[config.mk]
export PLATFORM = sky130hd
export DESIGN_NAME = mul_seq_ctrl
export DESIGN_NICKNAME = d
export VERILOG_FILES = /design/src/rtl/mul_seq_pkg.sv /design/src/rtl/mul_seq_ctrl_alu_control.sv /design/src/rtl/mul_seq_ctrl.sv
export SDC_FILE = /design/constraint.sdc
export NUM_CORES = 1
export LEC_CHECK = 0
export CELL_PAD_IN_SITES_DETAIL_PLACEMENT = 0
export CELL_PAD_IN_SITES_GLOBAL_PLACEMENT = 1
export CORE_ASPECT_RATIO = 0.75
export CORE_UTILIZATION = 30
export DETAILED_ROUTE_END_ITERATION = 10
export DONT_BUFFER_PORTS = 1
export PLACE_DENSITY_LB_ADDON = 0.1
export SYNTH_ARGS = -nofsm -noshare
export SYNTH_HDL_FRONTEND = slang
export SYNTH_HIERARCHICAL = 1
export SYNTH_SLANG_ARGS = --single-unit
[constraint.sdc]
create_clock -name clk_i -period 5.6 [get_ports clk_i]
set_input_delay 0.84 -clock clk_i [delete_from_list [all_inputs] [get_ports clk_i]]
set_output_delay 0.84 -clock clk_i [all_outputs]
set_load 0.1 [all_outputs]
[src/rtl/mul_seq_pkg.sv]
// rtl/mul_seq_pkg.sv - shared state, op-code and ALUOp constants for the multiply sequencer
package mul_seq_pkg;

    typedef enum logic [1:0] {
        ST_IDLE = 2'd0,
        ST_MUL  = 2'd1,
        ST_DONE = 2'd2
    } state_t;

    localparam logic [2:0] OP_AND = 3'b000;
    localparam logic [2:0] OP_OR  = 3'b001;
    localparam logic [2:0] OP_ADD = 3'b010;
    localparam logic [2:0] OP_MUL = 3'b100;
    localparam logic [2:0] OP_SUB = 3'b110;

    localparam logic [1:0] ALUOP_RTYPE = 2'b11;

    localparam logic [5:0] FUNCT_ADD = 6'b100000;
    localparam logic [5:0] FUNCT_SUB = 6'b100010;
    localparam logic [5:0] FUNCT_AND = 6'b100100;
    localparam logic [5:0] FUNCT_OR  = 6'b100101;
    localparam logic [5:0] FUNCT_MUL = 6'b011000;

endpackage

[src/rtl/mul_seq_ctrl_alu_control.sv]
// rtl/mul_seq_ctrl_alu_control.sv - R-type funct decode into 3-bit ALU op codes
module ALU_Control
    import mul_seq_pkg::*;
(
    input  logic [5:0] funct_i,
    input  logic [1:0] ALUOp_i,
    output logic [2:0] ALUCtrl_o
);

    // Anything that is not a recognised R-type funct falls back to ADD.
    always_comb begin
        ALUCtrl_o = OP_ADD;
        if (ALUOp_i == ALUOP_RTYPE) begin
            case (funct_i)
                FUNCT_ADD: ALUCtrl_o = OP_ADD;
                FUNCT_SUB: ALUCtrl_o = OP_SUB;
                FUNCT_AND: ALUCtrl_o = OP_AND;
                FUNCT_OR:  ALUCtrl_o = OP_OR;
                FUNCT_MUL: ALUCtrl_o = OP_MUL;
                default:   ALUCtrl_o = OP_ADD;
            endcase
        end
    end

endmodule

[src/rtl/mul_seq_ctrl.sv]
// rtl/mul_seq_ctrl.sv - single-cycle ALU ops plus iterative shift-add multiplier with pipeline stall
module mul_seq_ctrl
    import mul_seq_pkg::*;
#(
    parameter int WIDTH = 32,
    parameter int CNT_W = 6
) (
    input  logic             clk_i,
    input  logic             rst_i,
    input  logic             start_i,
    input  logic [1:0]       ALUOp_i,
    input  logic [5:0]       funct_i,
    input  logic [WIDTH-1:0] data1_i,
    input  logic [WIDTH-1:0] data2_i,
    output logic             ready_o,
    output logic             stall_o,
    output logic             done_o,
    output logic [WIDTH-1:0] result_o
);

    state_t           state;
    state_t           state_next;
    logic [2:0]       op;
    logic             accept;
    logic             last_iter;
    logic [CNT_W-1:0] cnt;
    logic [WIDTH-1:0] acc;
    logic [WIDTH-1:0] mcand;
    logic [WIDTH-1:0] mplier;
    logic [WIDTH-1:0] acc_sum;
    logic [WIDTH-1:0] alu_result;

    ALU_Control u_alu_control (
        .funct_i   (funct_i),
        .ALUOp_i   (ALUOp_i),
        .ALUCtrl_o (op)
    );

    assign accept    = start_i && (state != ST_MUL);
    assign last_iter = (cnt == CNT_W'(WIDTH - 1));
    assign acc_sum   = acc + (mplier[0] ? mcand : '0);

    // Single-cycle ops resolve straight from the live operands at the accept edge.
    always_comb begin
        alu_result = data1_i + data2_i;
        case (op)
            OP_SUB:  alu_result = data1_i - data2_i;
            OP_AND:  alu_result = data1_i & data2_i;
            OP_OR:   alu_result = data1_i | data2_i;
            default: alu_result = data1_i + data2_i;
        endcase
    end

    // State register; reset aborts any multiply in flight.
    always_ff @(posedge clk_i or posedge rst_i) begin
        if (rst_i) begin
            state <= ST_IDLE;
        end else begin
            state <= state_next;
        end
    end

    // Next-state and handshake outputs; DONE accepts a new op just like IDLE.
    always_comb begin
        state_next = state;
        ready_o    = 1'b1;
        stall_o    = 1'b0;
        done_o     = 1'b0;
        case (state)
            ST_IDLE: begin
                if (accept) begin
                    state_next = (op == OP_MUL) ? ST_MUL : ST_DONE;
                end
            end
            ST_MUL: begin
                ready_o = 1'b0;
                stall_o = 1'b1;
                if (last_iter) begin
                    state_next = ST_DONE;
                end
            end
            ST_DONE: begin
                done_o = 1'b1;
                if (accept) begin
                    state_next = (op == OP_MUL) ? ST_MUL : ST_DONE;
                end else begin
                    state_next = ST_IDLE;
                end
            end
            default: begin
                state_next = ST_IDLE;
            end
        endcase
    end

    // Datapath: capture at accept, then one shift-add iteration per MUL cycle.
    always_ff @(posedge clk_i or posedge rst_i) begin
        if (rst_i) begin
            cnt      <= '0;
            acc      <= '0;
            mcand    <= '0;
            mplier   <= '0;
            result_o <= '0;
        end else if (accept) begin
            if (op == OP_MUL) begin
                cnt    <= '0;
                acc    <= '0;
                mcand  <= data1_i;
                mplier <= data2_i;
            end else begin
                result_o <= alu_result;
            end
        end else if (state == ST_MUL) begin
            acc    <= acc_sum;
            mcand  <= mcand << 1;
            mplier <= mplier >> 1;
            cnt    <= cnt + CNT_W'(1);
            if (last_iter) begin
                result_o <= acc_sum;
            end
        end
    end

endmodule
# Word-level counts from Yosys, hierarchy flattened
# Index checks and enable logic that the tools add are counted.
# word_totals
register_bits,136
input_bits,75
output_inout_bits,35
word_cells,64
# classes
n_addsub,4
eq_ne,16
mux,28
n_bitwise,2
n_reduce_logical,8
# ops
op,count
two-way mux 32 bit,14
case mux 32 bit (3 select lines),1
adder 32 bit,2
bitwise AND 32 bit,1
OR 32 bit,1
subtractor 32 bit,1
== test 6 bit (second input constant),3
two-way mux 6 bit,3
== test 6 x 5 -> 1 bit (second input constant),2
case mux 3 bit (4 select lines),1
two-way mux 2 bit,4
adder 6 x 1 -> 6 bit (second input constant),1
== test 3 bit (second input constant),2
!= test 2 bit (second input constant),3
case mux 2 bit (3 select lines),1
== test 2 bit (second input constant),2
!= test 2 x 1 -> 1 bit (second input constant),2
AND reduction 2 bit,2
nonzero test 2 bit,2
== test 3 x 1 -> 1 bit (second input constant),1
zero test 3 bit,1
two-way mux 1 bit,3
two-way mux 3 bit,1
AND reduction 3 bit,1
other kinds (3),3

# Logic depth before layout (Yosys ltp)
# Gate-level depths: netlist of the first run.
# logic_depth
word_depth,7
depth_mapped,19
ltp_nobuf,17

# Hierarchy
# The synthesis of the first run kept the hierarchy.
# by_module_without_submodules
mod,n_inst,cells_each,area_each_um2,seq_area_each_um2
mul_seq_ctrl,1,1305,10850.4,3403.3
ALU_Control,1,10,95.1,0.0

# Least setup slack after synthesis of the first run
# Ideal clock, no wire load.
# synth_path
path_type,in2reg
from,input funct_i[5]
to,register result_o[28]
setup_time_ns,0.092
t_arrival_ns,4.640
required_time_ns,5.508
path_slack_ns,0.868
cell_stages,18
n_path_buf,3
path_cell_list,nand4bb_1 -> a2111oi_2 -> and3b_1 -> clkbuf_1 -> clkbuf_1 -> nor2_1 -> xnor2_1 -> ha_1 -> buf_4 -> and4_1 -> o211ai_1 -> a21o_1 -> and2_4 -> o41a_4 -> o31ai_4 -> o41ai_2 -> xor2_1 -> o31ai_2
# synth_between
elab_chain_cells,7
elab_cells_between_ends,15
cone_classes,eq/ne (8); mux (5); reduce/logical (2)
# synth_rtl
item,line,source
"start, declared",mul_seq_ctrl.sv:12,"input logic [5:0] funct_i,"
== test 6 x 5 -> 1 bit or == test 6 bit (tied branches),mul_seq_ctrl_alu_control.sv:14,case (funct_i)
case mux 3 bit (4 select lines) (*),mul_seq_ctrl_alu_control.sv:14,
two-way mux 3 bit (*),mul_seq_ctrl_alu_control.sv:13,if (ALUOp_i == ALUOP_RTYPE) begin
via op[2],mul_seq_ctrl.sv:23,logic [2:0] op;
== test 3 x 1 -> 1 bit (tied with other cells),mul_seq_ctrl.sv:46,case (op)
case mux 32 bit (3 select lines),mul_seq_ctrl.sv:46,
two-way mux 32 bit,mul_seq_ctrl.sv:105,if (op == OP_MUL) begin
two-way mux 32 bit,mul_seq_ctrl.sv:104,end else if (accept) begin
"end signal, assigned",mul_seq_ctrl.sv:111,result_o <= alu_result;
"end signal, assigned",mul_seq_ctrl.sv:119,result_o <= acc_sum;
"end, declared",mul_seq_ctrl.sv:18,output logic [WIDTH-1:0] result_o
# The timed path passes the listed nets; every way through them passes the cells marked *. The select of a mux whose other input is x is not followed.
# A chain may end at the register's enable or synchronous reset.

# Worst setup path in the final report of the first run
# layout_path
from,input funct_i[5]
to,register result_o[26]
# Same word-level chain as after synthesis.

==> results of run 1 <==
-- state kept, by name (all words and copies together) (netlist names) --
name      count
cnt           6
acc          32
result_o     32
mcand        32
state         2
mplier       32
-- metrics by stage --
step / hold WS [ps] / utilization
after floorplan: 449 / -
after global routing: 483 / 0.335
after global placement: 462 / 0.318
after CTS: 471 / 0.335
final: 422 / 0.335
after detailed placement: 473 / 0.318
-- per-layer routing --
metal	vias up	wire length, um	GRT usage
li1	4717	-	-
met3	29	2360	0.0611
met5	-	0	0
met4	0	544	0.0522
met1	4516	17300	0.268
met2	182	17600	0.338
-- power by group through the flow --
| stage | Clock, mW | Sequential (mW) | Combinational (mW) |
|---|---|---|---|
| final | 1.19 | 1.33 | 0.462 |
| after global routing | 1.25 | 1.34 | 0.520 |
| after CTS | 1.22 | 1.33 | 0.467 |
| after detailed placement | 0 | 1.35 | 0.464 |
| after global placement | 0 | 1.35 | 0.467 |
| after floorplan | 0 | 1.33 | 0.354 |
-- synthesized netlist by cell type, types with 10 or more instances --
cell type / number
a211oi_1: 16
a21o_1: 34
a21oi_1: 110
a22o_1: 14
a31oi_1: 12
and2_1: 36
clkbuf_1: 66
dfrtp_1: 136
ha_1: 66
inv_1: 22
maj3_1: 11
mux2i_1: 69
nand2_1: 178
nand3_1: 19
nand4_1: 13
nor2_1: 67
nor2b_1: 10
nor3_1: 14
o211ai_1: 13
o21a_1: 13
o21ai_0: 168
xnor2_1: 40
xor2_1: 41
-- kinds of logic after synthesis --
family	synth area share
compound gates	0.259
xor+xnor	0.0648
fa+ha+maj	0.0892
buf+inv	0.0342
flops	0.311
mux	0.0652
simple gates	0.177
-- final cells by class --
class / count / area share
Tap cell: 465 / 0.0484
Clock inverter: 10 / 0.00979
Multi-Input combinational cell: 1081 / 0.599
Timing Repair Buffer: 18 / 0.0123
Inverter: 22 / 0.00729
Sequential cell: 136 / 0.283
Clock buffer: 22 / 0.0395
-- how the worst max path moves through the flow --
stage                           from                       end  slack, ps  cells past startpoint
final                     funct_i[5]  result_o[26]$_DFFE_PP0P_        590                     16
after global routing      funct_i[5]  result_o[31]$_DFFE_PP0P_        310                     15
after CTS                 funct_i[5]  result_o[31]$_DFFE_PP0P_        660                     15
after detailed placement  funct_i[5]  result_o[31]$_DFFE_PP0P_        180                     15
after global placement    funct_i[5]  result_o[31]$_DFFE_PP0P_        250                     15
after floorplan           funct_i[5]  result_o[28]$_DFFE_PP0P_        870                     18
==> run_results.csv, run 1 <==
group,metric,value,unit
outcome,outcome,"completed",
layout,area_delta_synth_final,9.75,%
timing,tns,0,ps
yosys,synth_edf_count,0,
critical_path,cp_max_fo,9,
job,max_cap_viol_count,0,
critical_path,required,5980,ps
power_and_ir_drop,power_switching,1.08,mW
timing,setup_viol,0,
timing,skew,8.48,ps
power_and_ir_drop,switching_share,0.364,
grt,grt_pass1_vias,9483,
layout,finish.instance_area,0.0120,mm2
timing,finalWorstSetupSlack,593,ps
timing,slew_violations,0,
power_and_ir_drop,pwr-share-comb,0.155,
layout,final_common_cell,"nand2_1",
layout,drive_above_1_share,0.0621,
critical_path,reg2reg_from,"mplier[0]$_DFFE_PP0P_",
timing,slew_headroom,0.286,
power_and_ir_drop,total_power,2.98,mW
yosys,yosys.area.top_type,"dfrtp_1",
yosys,syn-num-nets,1458,
critical_path,reg2reg_slack,1820,ps
routing,vias,9444,
yosys,syn_area,0.0109,mm2
timing,hold_viol,0,
layout,most-common-layout-cells,"178 x nand2_1, 168 x o21ai_0, 136 x dfrtp_1",
grt,overflow,0,
clocking,h-tree-depth,4,
power_and_ir_drop,p_clk_frac,0.399,
critical_path,end_kind,"flop",
die,num_rows,60,
critical_path,cpPeakStageDelay,820,ps
layout,regArea,0.00340,mm2
layout,instances_no_fill,1754,
power_and_ir_drop,p_int,1.90,mW
layout,multi_input_area,0.00720,mm2
routing,drt_pass1_iterations,7,
power_and_ir_drop,p_seq_frac,0.446,
grt,grt_pass1_wl,58800,um
placement,portBuffers,0,
die,die_area,0.0373,mm2
clocking,cts_tree,"done",
clocking,cts_resized,0,
placement,post-place-cells,1722,
clocking,clockRootBuffer,"clkbuf_16",
layout,layout.nets,1419,
timing,fin_crit_sh,0.894,
critical_path,reg2reg_to,"result_o[14]$_DFFE_PP0P_",
critical_path,path_class,"in2reg",
routing,wire_per_inst,21.5,um
clocking,cts_hold_buf,0,
yosys,synth_top_area_frac,0.311,
die,start_util,0.305,
critical_path,path_buf_inv,1,
layout,fill_cells,3836,
die,core_area,0.0359,mm2
clocking,post-cts-setup-buffer-count,0,
critical_path,worstPathArrival,5380,ps
placement,dpl.hpwl,28300,um
grt,grt_usage,0.208,
placement,place_area,0.0114,mm2
timing,max_freq,200,MHz
yosys,ys_seq_area_frac,0.311,
routing,via_per_inst,5.38,
yosys,yosys_warnings,6,
critical_path,path_delay_family,"compound AO/OA/AOI/OAI gates",
power_and_ir_drop,leakage,5.31,nW
clocking,cts.sinks,136,
min_path,hp-class,"in2async",
timing,post-route-min-period,5010,ps
power_and_ir_drop,irDropWorstVdd,0.000216,V
critical_path,cp_slowest_cell,"a2111oi_2",
placement,place_ws,178,ps
yosys,synth_top_flop_cell,"dfrtp_1",
yosys,async_reset_ff_frac,1.00,
layout,antenna-diode-count,0,
die,die_h,167,um
routing,postRouteAntennaNets,0,
clocking,cts_buffers,17,
die,die_width,223,um
clocking,cts.clk_slew.worst_paths,70,ps
critical_path,path_cells,"nand4bb_1 > a2111oi_2 > nand3b_1 > buf_4 > o21ai_0 > xor2_1 > ha_1 > and4_1 > o211ai_1 > a21o_1 > and2_4 > o41a_4 > o31ai_4 > mux2i_1 > nand3_1 > a21oi_1",
placement,routabilityCongestion,0.888,
critical_path,reg2reg_depth,13,
power_and_ir_drop,power_density,248,mW/mm2
clocking,cts_buffer_depth,2,
die,io_pins,110,
routing,drt_wl_total,37800,um
grt,grt_max_degree,130,
yosys,ys_ff_latch,136,
timing,tightest_slew,1070,ps
timing,rsz0062_at_grt,"no",
yosys,syn_inst,1315,
yosys,synthTopCellsByArea,"dfrtp_1 31%, o21ai_0 7.7%, ha_1 7.5%, mux2i_1 6.3%, nand2_1 6.1%",
grt,grt_antenna_before_repair,0,
critical_path,worst_setup_path_start_kind,"input port",
routing,drt_iter0_markers,539,
routing,drc,0,
yosys,avgSynthCellArea,8.32,um2
yosys,synth.distinct_cells,85,
clocking,clock_latency,450,ps
Power figures use the tool's default switching activity.
==> run 2: changes to the inputs <==
--- a/config.mk
+++ b/config.mk
@@ -11,7 +11,7 @@
 export CORE_UTILIZATION = 30
 export DETAILED_ROUTE_END_ITERATION = 10
 export DONT_BUFFER_PORTS = 1
-export PLACE_DENSITY_LB_ADDON = 0.1
+export PLACE_DENSITY = 0.57
 export SYNTH_ARGS = -nofsm -noshare
 export SYNTH_HDL_FRONTEND = slang
 export SYNTH_HIERARCHICAL = 1
==> run_results.csv, run 2 (synthesis gave the netlist of run 1 again) <==
group,metric,value,unit
die,die_area,0.0373,mm2
layout,most-common-layout-cells,"178 x nand2_1, 168 x o21ai_0, 136 x dfrtp_1",
routing,drc,0,
layout,finish.instance_area,0.0120,mm2
timing,setup_viol,0,
die,die_h,167,um
routing,wire_per_inst,21.0,um
timing,skew,8.56,ps
critical_path,cpPeakStageDelay,520,ps
layout,layout.nets,1418,
job,max_cap_viol_count,0,
timing,slew_violations,0,
grt,grt_usage,0.203,
critical_path,reg2reg_depth,12,
grt,grt_max_degree,144,
routing,drt_wl_total,36900,um
clocking,h-tree-depth,4,
clocking,cts_buffer_depth,2,
clocking,cts_hold_buf,0,
placement,routabilityCongestion,0.899,
clocking,clock_latency,450,ps
layout,fill_cells,3861,
routing,drt_pass1_iterations,7,
clocking,post-cts-setup-buffer-count,0,
clocking,cts.sinks,136,
critical_path,crit_start,"funct_i[4]",
routing,vias,9522,
critical_path,reg2reg_to,"result_o[28]$_DFFE_PP0P_",
die,die_width,223,um
critical_path,worst_setup_path_start_kind,"input port",
critical_path,required,5980,ps
critical_path,cp_slowest_cell,"o41a_4",
layout,area_delta_synth_final,9.60,%
critical_path,reg2reg_from,"mplier[0]$_DFFE_PP0P_",
die,io_pins,110,
clocking,clockRootBuffer,"clkbuf_16",
placement,dpl.hpwl,27500,um
power_and_ir_drop,irDropWorstVdd,0.000210,V
routing,via_per_inst,5.44,
die,num_rows,60,
min_path,hp-class,"in2async",
layout,antenna-diode-count,0,
die,core_area,0.0359,mm2
grt,grt_pass1_vias,9418,
timing,max_freq,214,MHz
layout,final_common_cell,"nand2_1",
timing,slew_headroom,0.270,
critical_path,path_cells,"and4bb_1 > a22oi_1 > nand3b_1 > buf_4 > o21ai_0 > xor2_1 > ha_1 > and4_1 > o211ai_1 > a21o_1 > and2_4 > o41a_4 > o31ai_4 > mux2i_1 > nand3_1 > a21oi_1",
critical_path,path_class,"in2reg",
placement,portBuffers,0,
timing,fin_crit_sh,0.835,
critical_path,worstPathArrival,5050,ps
timing,tightest_slew,1090,ps
clocking,cts.clk_slew.worst_paths,60,ps
clocking,cts_resized,0,
routing,postRouteAntennaNets,0,
clocking,cts_buffers,17,
grt,grt_antenna_before_repair,0,
critical_path,cp_max_fo,9,
timing,post-route-min-period,4670,ps
power_and_ir_drop,leakage,5.30,nW
layout,fin_util,0.334,
die,start_util,0.305,
grt,overflow,0,
timing,rsz0062_at_grt,"no",
timing,tns,0,ps
critical_path,end_kind,"flop",
layout,drive_above_1_share,0.0614,
routing,drt_iter0_markers,643,
placement,place_area,0.0114,mm2
grt,grt_pass1_wl,57700,um
clocking,cts_tree,"done",
timing,hold_viol,0,
outcome,outcome,"completed",
critical_path,reg2reg_slack,1560,ps
power_and_ir_drop,power_density,247,mW/mm2
## run 2: changes by cell type in the layout (fill, tap and decap cells not counted)
cell	before	now
nor2_4	3	2
clkinv_4	2	4
clkinv_2	3	2
inv_6	3	2
clkbuf_1	2	0
buf_4	17	16
nor2_2	1	2
## run 2: worst max-delay path: cells and delay by family
family,cells,cell delay [ps]
AO/OA/AOI/OAI,7,1970
multiplexers,1,220
AND/OR/NAND/NOR,5,1200
adder cells (fa/ha/maj),1,380
buffers and inverters,1,340
XOR/XNOR,1,100
## run 2: report_power, final
group          internal [mW]  total [mW]  switching [mW]
clock                  0.688        1.17           0.486
combinational          0.188       0.461           0.273
sequential              1.01        1.33           0.319
## run 2: how the worst max path moves through the flow
stage,endpoint,cells past startpoint
2_1_floorplan,result_o[28]$_DFFE_PP0P_,18
3_3_place_gp,result_o[24]$_DFFE_PP0P_,16
3_5_place_dp,result_o[26]$_DFFE_PP0P_,16
4_1_cts,result_o[26]$_DFFE_PP0P_,16
5_1_grt,result_o[31]$_DFFE_PP0P_,15
6_report,result_o[26]$_DFFE_PP0P_,16
## run 2: area by class of cell
cell class	instances	area, um2	share of cell area
repair buffers	17	140	0.0117
clock buffers	20	467	0.0389
multi-input cells	1081	7200	0.600
well taps	465	582	0.0485
flip-flops and latches	136	3400	0.284
inverters	22	87.6	0.00730
clock inverters	10	121	0.0101
## run 2: stage by stage
step / hold WS [ps] / power, mW / cells / setup WS (ps)
after CTS: 396 / 3.00 / 1751 / 976
after floorplan: 449 / 1.68 / 1315 / 868
final: 376 / 2.97 / 1751 / 926
after global routing: 434 / 3.09 / 1751 / 540
after global placement: 464 / 1.82 / 1721 / 547
after detailed placement: 470 / 1.81 / 1721 / 516
## run 2: layer usage
| layer | up-vias | share of wire | track usage |
|---|---|---|---|
| li1 | 4717 | - | - |
| met1 | 4578 | 0.47 | 0.273 |
| met2 | 199 | 0.45 | 0.314 |
| met3 | 28 | 0.065 | 0.0611 |
| met4 | 0 | 0.015 | 0.0567 |
| met5 | - | 0 | 0 |
